==> config.mk <==
export PLATFORM = sky130hd
export DESIGN_NAME = ark_stream
export DESIGN_NICKNAME = d
export VERILOG_FILES = /design/src/rtl/ark_stream.sv
export SDC_FILE = /design/constraint.sdc
export NUM_CORES = 1
export LEC_CHECK = 0
export CORE_UTILIZATION = 45
export CTS_BUF_LIST = sky130_fd_sc_hd__clkbuf_8
export DETAILED_ROUTE_END_ITERATION = 12
export PLACE_DENSITY_LB_ADDON = 0.08
export SLEW_MARGIN = 30
export SYNTH_ARGS = -nofsm -noshare
export SYNTH_HDL_FRONTEND = slang
export SYNTH_SLANG_ARGS = --single-unit
export TNS_END_PERCENT = 5
==> constraint.sdc <==
create_clock -name clk -period 31.4 [get_ports clk]
set_input_delay 9.42 -clock clk [delete_from_list [all_inputs] [get_ports clk]]
set_output_delay 9.42 -clock clk [all_outputs]
set_load 0.02 [all_outputs]
==> src/rtl/ark_stream.sv <==
// ark_stream: folded AddRoundKey stage. It XORs one SLICE_W slice of state and key per clock.
// Defining ARK_PARITY_EN adds per-byte parity prediction and checking (out_par, par_err).
module ark_stream #(
   parameter int DATA_W  = 128,
   parameter int SLICE_W = 32
) (
   input  logic              clk,
   input  logic              rst,
   input  logic              in_valid,
   output logic              in_ready,
   input  logic [DATA_W-1:0] state_in,
   input  logic [DATA_W-1:0] round_key,
   output logic              out_valid,
   input  logic              out_ready,
   output logic [DATA_W-1:0] state_out,
   output logic              busy
`ifdef ARK_PARITY_EN
   ,
   output logic [DATA_W/8-1:0] out_par,
   output logic                par_err
`endif
);

   localparam int BEATS = DATA_W / SLICE_W;
   localparam int CNT_W = (BEATS > 1) ? $clog2(BEATS) : 1;
   localparam logic [CNT_W-1:0] LAST = CNT_W'(BEATS - 1);

   typedef enum logic [1:0] {
      S_IDLE = 2'd0,
      S_BUSY = 2'd1,
      S_DONE = 2'd2
   } state_t;

   state_t            r_state;
   logic [DATA_W-1:0] r_work;
   logic [DATA_W-1:0] r_key;
   logic [DATA_W-1:0] r_out;
   logic [CNT_W-1:0]  r_cnt;
   logic              r_out_valid;
   logic              r_busy;
   logic [DATA_W-1:0] w_work_next;
   logic              w_accept;

`ifdef ARK_PARITY_EN
   localparam int NBYTES = DATA_W / 8;

   logic [NBYTES-1:0] r_pred;
   logic [NBYTES-1:0] r_out_par;
   logic              r_par_err;

   function automatic logic [NBYTES-1:0] byte_parity(input logic [DATA_W-1:0] d);
      logic [NBYTES-1:0] p;
      p = '0;
      for (int i = 0; i < NBYTES; i++) begin
         p[i] = ^d[i*8 +: 8];
      end
      return p;
   endfunction
`endif

   generate
      if ((DATA_W % 8 != 0) || (SLICE_W % 8 != 0) || (DATA_W % SLICE_W != 0)) begin : g_bad_param
         $error("ark_stream: DATA_W and SLICE_W must be multiples of 8 and SLICE_W must divide DATA_W");
      end
   endgenerate

   // Only the slice selected by r_cnt is XORed this beat; all other slices pass through.
   for (genvar b = 0; b < BEATS; b++) begin : g_slice
      assign w_work_next[b*SLICE_W +: SLICE_W] = (r_cnt == CNT_W'(b))
         ? (r_work[b*SLICE_W +: SLICE_W] ^ r_key[b*SLICE_W +: SLICE_W])
         : r_work[b*SLICE_W +: SLICE_W];
   end

   // in_ready depends only on registered state and out_ready.
   assign in_ready = (r_state == S_IDLE) || ((r_state == S_DONE) && out_ready);
   assign w_accept = in_valid && in_ready;

   // Control FSM plus datapath registers. A DONE->BUSY transfer reloads on the same edge.
   always_ff @(posedge clk or posedge rst) begin
      if (rst) begin
         r_state     <= S_IDLE;
         r_work      <= '0;
         r_key       <= '0;
         r_out       <= '0;
         r_cnt       <= '0;
         r_out_valid <= 1'b0;
         r_busy      <= 1'b0;
`ifdef ARK_PARITY_EN
         r_pred      <= '0;
         r_out_par   <= '0;
         r_par_err   <= 1'b0;
`endif
      end else begin
         case (r_state)
            S_IDLE: begin
               if (w_accept) begin
                  r_state <= S_BUSY;
                  r_busy  <= 1'b1;
               end
            end
            S_BUSY: begin
               r_work <= w_work_next;
               r_cnt  <= r_cnt + CNT_W'(1);
               if (r_cnt == LAST) begin
                  r_state     <= S_DONE;
                  r_out       <= w_work_next;
                  r_out_valid <= 1'b1;
`ifdef ARK_PARITY_EN
                  r_out_par   <= byte_parity(w_work_next);
                  r_par_err   <= |(byte_parity(w_work_next) ^ r_pred);
`endif
               end
            end
            S_DONE: begin
               if (out_ready) begin
                  r_out_valid <= 1'b0;
`ifdef ARK_PARITY_EN
                  r_par_err   <= 1'b0;
`endif
                  if (w_accept) begin
                     r_state <= S_BUSY;
                  end else begin
                     r_state <= S_IDLE;
                     r_busy  <= 1'b0;
                  end
               end
            end
            default: begin
               r_state     <= S_IDLE;
               r_out_valid <= 1'b0;
               r_busy      <= 1'b0;
            end
         endcase

         if (w_accept) begin
            r_work <= state_in;
            r_key  <= round_key;
            r_cnt  <= '0;
`ifdef ARK_PARITY_EN
            r_pred <= byte_parity(state_in) ^ byte_parity(round_key);
`endif
         end
      end
   end

   assign out_valid = r_out_valid;
   assign state_out = r_out;
   assign busy      = r_busy;
`ifdef ARK_PARITY_EN
   assign out_par   = r_out_par;
   assign par_err   = r_par_err;
`endif

endmodule
Word level (Yosys, flattened, before mapping) --
Index checks and enable logic that the tools add are counted.
Word-level totals: flip-flop bits (word level) 390, bits of input ports 260, output and inout port bits 131, logic and storage cells 53
Cells by class: $add $sub $neg 1, equality and inequality tests 9, multiplexer cells 20, bitwise operators 6, reductions and logical operators 10
Operators with widths (number):
- $mux 128 | 2
- $mux 32 | 4
- $xor 32x32->32 | 4
- $mux 2 | 5
- $ne 2x2->1 const B | 4
- $eq 2x2->1 const B | 3
- $mux 1 | 6
- $pmux 1 s3 | 2
- $pmux 2 s3 | 1
- $reduce_and 3->1 | 2
- $eq 2x1->1 const B | 2
- $logic_not 2->1 | 2
- $reduce_and 4->1 | 1
- $add 2x1->2 const B | 1
- $logic_and 1x1->1 | 2
- $not 1->1 | 2
- $reduce_and 2->1 | 1
- $reduce_bool 2->1 | 1
- $logic_or 1x1->1 | 1

Logic depth before layout (Yosys ltp) --
Gate-level depths: netlist of run 1.
depth after elaboration 7, gate-level depth with buffers 8, gate-level depth less buffers 5

Worst setup path before layout of run 1 --
Ideal clock, no wire load.
path kind input to output, start point input out_ready, end point output in_ready, data arrival time 10.305 ns, data required time 21.980 ns, setup slack 11.675 ns, cell stages on the path 4, buffers on the path 2, cells stage by stage nand2b_1 -> clkbuf_1 -> clkbuf_1 -> nor2b_1
Between the ends: longest elaborated chain between the ends 2
RTL lines:
- start, declared | line 14 | input logic out_ready,
- $logic_and 1x1->1 | line 75 | assign in_ready = (r_state == S_IDLE) || ((r_state == S_DONE) && out_ready);
- $logic_or 1x1->1 | line 75
- end, declared | line 10 | output logic in_ready,
No other way between the ends.

Worst setup path in the final report of run 1 --
Same ends and word-level chain as after synthesis.

==> results.yml, run 1 <==
die:
  core_area_um2: 40200
  core.rowCount: 73
  boundaryPins: 391
  die_height_um: 205
  die_w_um: 205
  die_area_um2: 42000
  floorplan.initialDensity_pct: 46.1
global_routing:
  grt_pass1_wl_mm: 79.3
  antenna_found_initial: 11
  grt_usage_pct: 24.2
  grt_max_degree: 137
  overflow: 0
  grt_pass1_vias: 14100
logic_synthesis:
  avgSynthCellArea_um2: 11.0
  synth.yosys.warnings: 0
  ys_seq_area_share_pct: 52.7
  netlist_instances: 1678
  syn_nets: 1942
  synth.distinct_cells: 24
  yosys_register_bits: 390
  synth.cell_area_um2: 18500
setup_path:
  cp_common_cell: "clkdlybuf4s50_1"
  r2r_end: "r_key[45]$_DFFE_PP0P_"
  critical_path.max_fanout: 36
  path_class: "primary input to primary output"
  endpoint_kind: "primary output"
  r2r_cells: 6
  start_kind: "primary input"
  required_ns: 21.98
  crit_slowest_cell: "clkdlybuf4s50_1"
  cp_cell_sequence: "clkdlybuf4s50_1 -> nand2b_4 -> nor2b_1 -> clkdlybuf4s50_1"
  reg2reg_from: "r_state[1]$_DFFE_PP0P_"
  max_stage_delay_ns: 0.62
  arrival_ns: 11.22
  r2r_slack_ns: 27.61
placed_design:
  gp_congestion: 0.777
  dpl.hpwl_mm: 30.2
  port_buffers: 390
  dpl_worst_slack_ns: 10.78
  place_inst: 2475
routing:
  post_drt_wl_per_cell_um: 19.4
  dr.pass1.iters: 5
  drtIter0Drc: 702
  wirelength_mm: 50.5
  drc: 0
  dr_total_vias: 13700
  final_antenna_net_count: 0
  vias_per_cell: 5.29
timing:
  slew_violations: 0
  worst_slack_ns: 10.76
  fmax_mhz: 48.4
  setup_tns_ns: 0
  hold_slack_ns: 0.474
  hold_viol: 0
  clock_skew_ns: 0.0246
  rsz0062_at_grt: "false"
  slew_headroom_pct: 39.2
  fin_crit_ns: 20.64
  min_period_over_period_pct: 65.7
  setup_viol_count_final: 0
  worst_pin_slew_ns: 0.912
clock_tree:
  clkSinkCount: 390
  clk_pin_slew_ns: 0.05
  post_cts_resized: 0
  clock_path_buffers: 3
  post_cts_buffers: 0
  hold_buffers: 0
  clock_latency_ns: 0.62
  cts_tree: "done"
  cts_inserted_buffers: 70
  cts-root-buf: "clkbuf_8"
  htree_levels: 3
worst_hold_path:
  min_from: "state_out[51]$_DFFE_PP0P_"
  whs_endpoint: "state_out[51]$_DFFE_PP0P_"
  hold_class: "flop to flop"
  hold_path_depth: 2
final_layout:
  layout-drive-gt1-share_pct: 11.7
  final_util_pct: 59.6
  nNetsFinal: 2286
  area_delta_synth_final_pct: 29.4
  stdcell_count: 2598
power:
  p_int_uw: 1480
  seqPwrFrac_pct: 39.6
  max-vdd-ir-drop_v: 0.0000446
  pwr-share-comb_pct: 42.3
  power.switching_uw: 924
  pwr-share-clk_pct: 18.0
  switching_share_pct: 38.4
  power.density_nw_per_um2: 100
  power.leakage_uw: 0.00993
job:
  drv_cap: 0
status:
  status: "complete, no violations"
## worst max-delay path by stage
| stage | slack [ns] | endpoint | cells past startpoint | start |
|---|---|---|---|---|
| 3_5_place_dp | 10.78 | in_ready | 4 | out_ready |
| 4_1_cts | 10.76 | in_ready | 4 | out_ready |
| 6_report | 10.76 | in_ready | 4 | out_ready |
| 5_1_grt | 10.71 | in_ready | 4 | out_ready |
| 3_3_place_gp | 10.34 | in_ready | 4 | out_ready |
| 2_1_floorplan | 11.14 | busy$_DFFE_PP0P_ | 1 | rst |
## stage by stage
step / instance area (um^2) / power, uW
after floorplan: 18500 / 1630
after global placement: 22600 / 1950
final: 24000 / 2410
after detailed placement: 22700 / 1980
after CTS: 23900 / 2430
after global routing: 23900 / 2580
## state kept, by name (all words and copies together) (netlist names)
register	flops
r_key	128
r_cnt	2
state_out	128
r_work	128
busy	1
out_valid	1
r_state	2
## cell families (layout without fill, tap and decap cells)
kind of cell    Yosys count  in the layout  share of synthesized area [%]
fa+ha+maj                 4              4                          0.270
flops                   390            390                           52.7
mux                     129            129                           9.84
compound gates          261            261                           7.07
xor+xnor                257            257                           12.2
simple gates            493            493                           14.5
other cells               0              9                              0
buf+inv                 144            530                           3.51
## final cells by class
type	count	area [um^2]
fillers	3500	16200
clock inverters	35	135
clock buffers	79	1090
repair buffers	412	4130
diodes	9	22.5
well taps	525	657
multi-input cells	1144	8130
inverters	4	22.5
flip-flops and latches	390	9770
## cell usage in the layout (no fill, tap or decap), types with 2 or more instances in the layout
cell             count
buf_6                4
dfrtp_4              2
nand4b_1           128
nand3_1            128
buf_12               4
ha_2                 3
clkdlybuf4s50_1    390
mux2_2              29
dfrtp_1            388
mux2_4              99
buf_4               14
nand3b_1             2
nor2b_1              2
inv_1               35
o21ai_0            259
xor2_1             224
xnor2_1             33
diode_2              9
nor2_1               4
clkbuf_8            79
nand2_1            225
clkinv_2             3
## critical path, delay by kind of cell
kind,cells,cell delay [ns]
buffers and inverters,2,1.13
and+or+nand+nor,2,0.66
## synthesized netlist by cell type (all sizes together)
cell | number | share of area, %
mux2i | 1 | 0.054
a21oi | 1 | 0.027
clkbuf | 99 | 2.0
inv | 4 | 0.081
xor2 | 224 | 11
nand3b | 2 | 0.081
nand3 | 128 | 3.5
xnor2 | 33 | 1.6
nor2b | 3 | 0.11
dfrtp | 390 | 53
o21ai | 259 | 7.0
nor2 | 4 | 0.081
buf | 41 | 1.4
and2 | 1 | 0.047
ha | 4 | 0.27
nand4b | 128 | 6.1
mux2 | 128 | 9.8
nand2 | 225 | 4.6
a21o | 1 | 0.041
nand2b | 2 | 0.068
## metal layers
metal	GRT usage, %	part of all wire (%)
met4	8.62	2.8
met1	31.7	43
met5	0	0.11
met3	7.62	7.3
met2	37.8	47
## power by group through the flow
| stage | Combinational (uW) | Sequential (uW) | Clock [uW] |
|---|---|---|---|
| final | 1020 | 953 | 434 |
| after global routing | 1120 | 985 | 470 |
| after CTS | 1030 | 954 | 448 |
| after detailed placement | 1030 | 959 | 0 |
| after global placement | 1000 | 950 | 0 |
| after floorplan | 639 | 990 | 0 |
No activity file was read; power rests on OpenSTA's default activity.
==> run 2: changes to the inputs <==
==> constraint.sdc (replaced) <==
create_clock -name clk -period 16.7 [get_ports clk]
set_input_delay 5.01 -clock clk [delete_from_list [all_inputs] [get_ports clk]]
set_output_delay 5.01 -clock clk [all_outputs]
set_load 0.02 [all_outputs]
==> run 2 against run 1 <==
  * Die area unchanged
  * Design area grew 0.16%
  * Count of clock-buffer cells in the layout increased by 2
  * Worst setup slack got worse by 6.1 ns
  * Cell count decreased by 0.12%
  * Global-route usage is 0.31 points lower
  * Clock skew fell by 0.0041 ns
  * Flip-flop and latch count did not move
  * Largest cell class unchanged
  * Combinational power grew 89%
  * Core utilization is 0.096 points higher
  * Non-clock buffer count down 2
  * Largest power group unchanged
  * Routed wire length decreased by 0.70%
==> results.yml, run 2 (synthesis results as in run 1) <==
status:
  status: "complete, no violations"
global_routing:
  antenna_found_initial: 12
  grt_usage_pct: 23.9
  overflow: 0
  globalRouteMet1Util_pct: 31.0
  busiest_layer: "met2"
  grt_pass1_wl_mm: 78.0
  grt_pass1_vias: 13900
  use_met2_pct: 36.8
  grtUsageMet3_pct: 7.94
  grt_max_degree: 258
clock_tree:
  hold_buffers: 0
  clock_latency_ns: 0.62
  post_cts_buffers: 0
  clk_pin_slew_ns: 0.05
  clkSinkCount: 390
  cts_inserted_buffers: 70
  cts-root-buf: "clkbuf_8"
  post_cts_resized: 0
  htree_levels: 3
  clock_path_buffers: 3
  cts_tree: "done"
final_layout:
  ff_latch_area_um2: 9770
  nNetsFinal: 2284
  fillers: 3409
  stdcell_count: 2595
  multi_input_area_um2: 8130
  layout_common_cells: "clkdlybuf4s50_1 (390), dfrtp_1 (388), o21ai_0 (259)"
  layout-drive-gt1-share_pct: 11.8
  area_delta_synth_final_pct: 29.6
  layout_commonest_cell: "clkdlybuf4s50_1"
timing:
  worst_slack_ns: 4.64
  setup_viol_count_final: 0
  slew_violations: 0
  clock_skew_ns: 0.0206
  fin_crit_ns: 12.06
  fmax_mhz: 82.9
  setup_tns_ns: 0
  slew_headroom_pct: 34.2
  hold_viol: 0
  min_period_over_period_pct: 72.2
  worst_pin_slew_ns: 0.987
  rsz0062_at_grt: "false"
power:
  max-vdd-ir-drop_v: 0.0000916
  pwr-share-comb_pct: 42.6
  pwr-share-clk_pct: 18.3
  power.switching_uw: 1730
  power.density_nw_per_um2: 189
  seqPwrFrac_pct: 39.1
  p_int_uw: 2800
  power.leakage_uw: 0.00993
  switching_share_pct: 38.2
setup_path:
  critPathTopFamily: "buffers and inverters"
  path_class: "primary input to primary output"
  endpoint_kind: "primary output"
  crit_slowest_cell: "nand2b_4"
  arrival_ns: 7.05
  start_kind: "primary input"
  cp_common_cell: "clkdlybuf4s50_1"
  critical_path.max_fanout: 64
  required_ns: 11.69
  cp_cell_sequence: "clkdlybuf4s50_1 -> nand2b_4 -> nor2b_1 -> clkdlybuf4s50_1"
  critPathBufInv: 2
  max_stage_delay_ns: 0.65
routing:
  final_antenna_net_count: 0
  dr_total_vias: 13600
  wirelength_mm: 50.1
  vias_per_cell: 5.24
  post_drt_wl_per_cell_um: 19.3
  drc: 0
  drtIter0Drc: 686
  dr.pass1.iters: 4
placed_design:
  port_buffers: 390
  gp_congestion: 0.777
  dpl_worst_slack_ns: 4.62
  dpl.hpwl_mm: 29.3
  place_inst: 2471
die:
  floorplan.initialDensity_pct: 46.1
  core_area_um2: 40200
  boundaryPins: 391
  die_height_um: 205
  core.rowCount: 73
  die_w_um: 205
  die_area_um2: 42000
job:
  drv_cap: 0
worst_hold_path:
  hold_class: "flop to flop"
==> run 2: changes by cell type in the layout (fill, tap and decap cells not counted), moves of 2 or more <==
cell        before  now
buf_6            4    2
inv_1           35   31
clkinvlp_4       0    3
clkbuf_8        79   81
diode_2          9    7
buf_16           0    2
==> run 2: cell type report <==
cell class / count / share of cell area (%)
inverters: 4 / 0.0939
repair buffers: 410 / 17.2
clock buffers: 81 / 4.65
multi-input cells: 1144 / 33.9
well taps: 525 / 2.74
flip-flops and latches: 390 / 40.7
diodes: 7 / 0.0730
clock inverters: 34 / 0.610
==> run 2: metrics by stage <==
step	hold slack [ns]	power (uW)	util [%]	cell area, um^2
global placement	0.460	3670	56.3	22600
finish	0.475	4530	59.7	24000
floorplan	0.504	3060	-	18500
global route	0.495	4860	59.7	24000
detailed placement	0.469	3720	56.4	22700
CTS	0.481	4580	59.5	23900
==> run 2: final timing paths <==
kind / cells past startpoint / slack [ns] / startpoint / endpoint
hold / removal: 2 / 0.47 / state_out[112]$_DFFE_PP0P_ / state_out[112]$_DFFE_PP0P_
max in group asynchronous: 5 / 9.72 / rst / r_key[76]$_DFFE_PP0P_
setup / recovery: 4 / 4.64 / out_ready / in_ready
min in group asynchronous: 2 / 4.95 / rst / r_key[36]$_DFFE_PP0P_
setup reg to reg: 5 / 12.61 / r_state[1]$_DFFE_PP0P_ / r_key[93]$_DFFE_PP0P_
hold reg to reg: 2 / 0.47 / state_out[112]$_DFFE_PP0P_ / state_out[112]$_DFFE_PP0P_
==> run 2: power groups by stage <==
stage	sequential, uW	combinational (uW)	clock, uW
6_report	1770	1930	828
5_1_grt	1830	2140	895
4_1_cts	1770	1950	855
3_5_place_dp	1780	1940	0
3_3_place_gp	1770	1910	0
2_1_floorplan	1860	1200	0
==> run 2: routing by layer <==
metal  share of wire (%)  vias up
li1                    -     6441
met1                  43     6699
met2                  46      361
met3                 7.7       88
met4                 2.9        8
met5               0.098        -
==> run 2: tightest hold or removal path, delay by kind of cell, from the launching register on <==
family,cells,cell delay [ns]
flip-flops,1,0.34
AO/OA/AOI/OAI,1,0.06
AND/OR/NAND/NOR,1,0.05
==> run 3: changes to the inputs <==
==> constraint.sdc (replaced) <==
create_clock -name clk -period 10.7 [get_ports clk]
set_input_delay 3.21 -clock clk [delete_from_list [all_inputs] [get_ports clk]]
set_output_delay 3.21 -clock clk [all_outputs]
set_load 0.02 [all_outputs]
==> run 3 against run 2 <==
  * Non-clock buffer count increased by 3
  * First-iteration DRC count increased by 13%
  * Die area unchanged
  * Largest cell class unchanged
  * Core utilization increased by 0.25 points
  * Worst setup slack got worse by 2.3 ns
  * Largest power group unchanged
  * Design area increased by 0.42%
  * Worst hold slack about the same
==> results.yml, run 3 (synthesis results as in run 1) <==
timing:
  min_period_over_period_pct: 77.9
  slew_violations: 0
  setup_viol_count_final: 0
  worst_pin_slew_ns: 1.01
  hold_viol: 0
  slew_headroom_pct: 32.8
  fin_crit_ns: 8.33
  rsz0062_at_grt: "false"
  fmax_mhz: 120
  clock_skew_ns: 0.0176
  setup_tns_ns: 0
  hold_slack_ns: 0.474
power:
  power.leakage_uw: 0.00997
  max-vdd-ir-drop_v: 0.000140
  power.density_nw_per_um2: 296
placed_design:
  place_inst: 2473
  placed_area_um2: 22700
  dpl.hpwl_mm: 30.0
  port_buffers: 390
  gp_congestion: 0.805
clock_tree:
  post_cts_resized: 0
  cts-root-buf: "clkbuf_8"
  hold_buffers: 0
  clock_latency_ns: 0.61
  cts_inserted_buffers: 71
  clk_pin_slew_ns: 0.06
  clock_path_buffers: 3
  clkSinkCount: 390
  htree_levels: 3
  cts_tree: "done"
  post_cts_buffers: 0
global_routing:
  grt_usage_pct: 24.1
  grt_pass1_wl_mm: 79.0
  grt_max_degree: 181
  antenna_found_initial: 12
  grt_pass1_vias: 14100
  overflow: 0
setup_path:
  startpoint: "out_ready"
  arrival_ns: 5.12
  r2r_slack_ns: 7.54
  required_ns: 7.49
  endpoint_kind: "primary output"
  critical_path.max_fanout: 49
  reg2reg_from: "r_state[1]$_DFFE_PP0P_"
  path_class: "primary input to primary output"
  start_kind: "primary input"
  r2r_cells: 5
  r2r_end: "r_key[4]$_DFFE_PP0P_"
die:
  core_area_um2: 40200
  floorplan.initialDensity_pct: 46.1
  die_height_um: 205
  die_area_um2: 42000
  boundaryPins: 391
  core.rowCount: 73
  die_w_um: 205
final_layout:
  final_cell_area_um2: 24100
  area_delta_synth_final_pct: 30.1
  final_util_pct: 60.0
  layout-drive-gt1-share_pct: 12.2
  nNetsFinal: 2288
  layout_commonest_cell: "clkdlybuf4s50_1"
  layout_common_cells: "clkdlybuf4s50_1 (390), dfrtp_1 (388), o21ai_0 (259)"
  stdcell_count: 2601
routing:
  wirelength_mm: 50.7
  drtIter0Drc: 778
  final_antenna_net_count: 0
  dr.pass1.iters: 5
  vias_per_cell: 5.28
  drc: 0
  post_drt_wl_per_cell_um: 19.5
  dr_total_vias: 13700
worst_hold_path:
  min_from: "state_out[49]$_DFFE_PP0P_"
  hold_path_depth: 2
  hold_class: "flop to flop"
  whs_endpoint: "state_out[49]$_DFFE_PP0P_"
job:
  drv_cap: 0
status:
  status: "complete, no violations"
run 3: cell types whose count changed in the layout (fill, tap and decap cells not counted), sizes merged:
cell / change
buf: +3
clkbuf: +4
clkinv: +2
clkinvlp: +1
diode: -1
inv: -3
run 3: per-layer routing:
layer	part of all wire [%]	GRT usage [%]
met1	43	31.1
met2	47	37.6
met3	7.7	7.91
met4	2.7	9.02
met5	0.19	0
run 3: worst max-delay path by stage:
stage | end | slack (ns) | depth (start not counted)
after floorplan | busy$_DFFE_PP0P_ | 2.24 | 1
after global placement | in_ready | 2.37 | 4
after detailed placement | in_ready | 2.39 | 4
after CTS | in_ready | 2.37 | 4
after global routing | in_ready | 2.30 | 4
final | in_ready | 2.37 | 4
run 3: worst max-delay path: stages:
cell	delay (ns)
clkdlybuf4s50_1	0.50
nand2b_4	0.56
nor2b_1	0.22
clkdlybuf4s50_1	0.62
run 3: through the flow:
step / total power [uW] / worst slack (ns)
2_1_floorplan: 4780 / 2.24
3_5_place_dp: 5830 / 2.39
4_1_cts: 7200 / 2.37
3_3_place_gp: 5730 / 2.37
5_1_grt: 7640 / 2.30
6_report: 7140 / 2.37
run 3: cell type report:
type | count | area, um^2
clock buffer | 85 | 1170
tap | 525 | 657
fill | 3444 | 16100
antenna | 6 | 15.0
clock inverter | 34 | 144
inverter | 4 | 18.8
sequential | 390 | 9770
timing repair buffer | 413 | 4190
multi-input combinational | 1144 | 8130
run 3: power by group:
group          leakage [uW]  total, uW  switching (uW)  internal (uW)
clock              0.000771       1340             624            713
sequential          0.00476       2780             578           2200
combinational       0.00444       3020            1530           1490
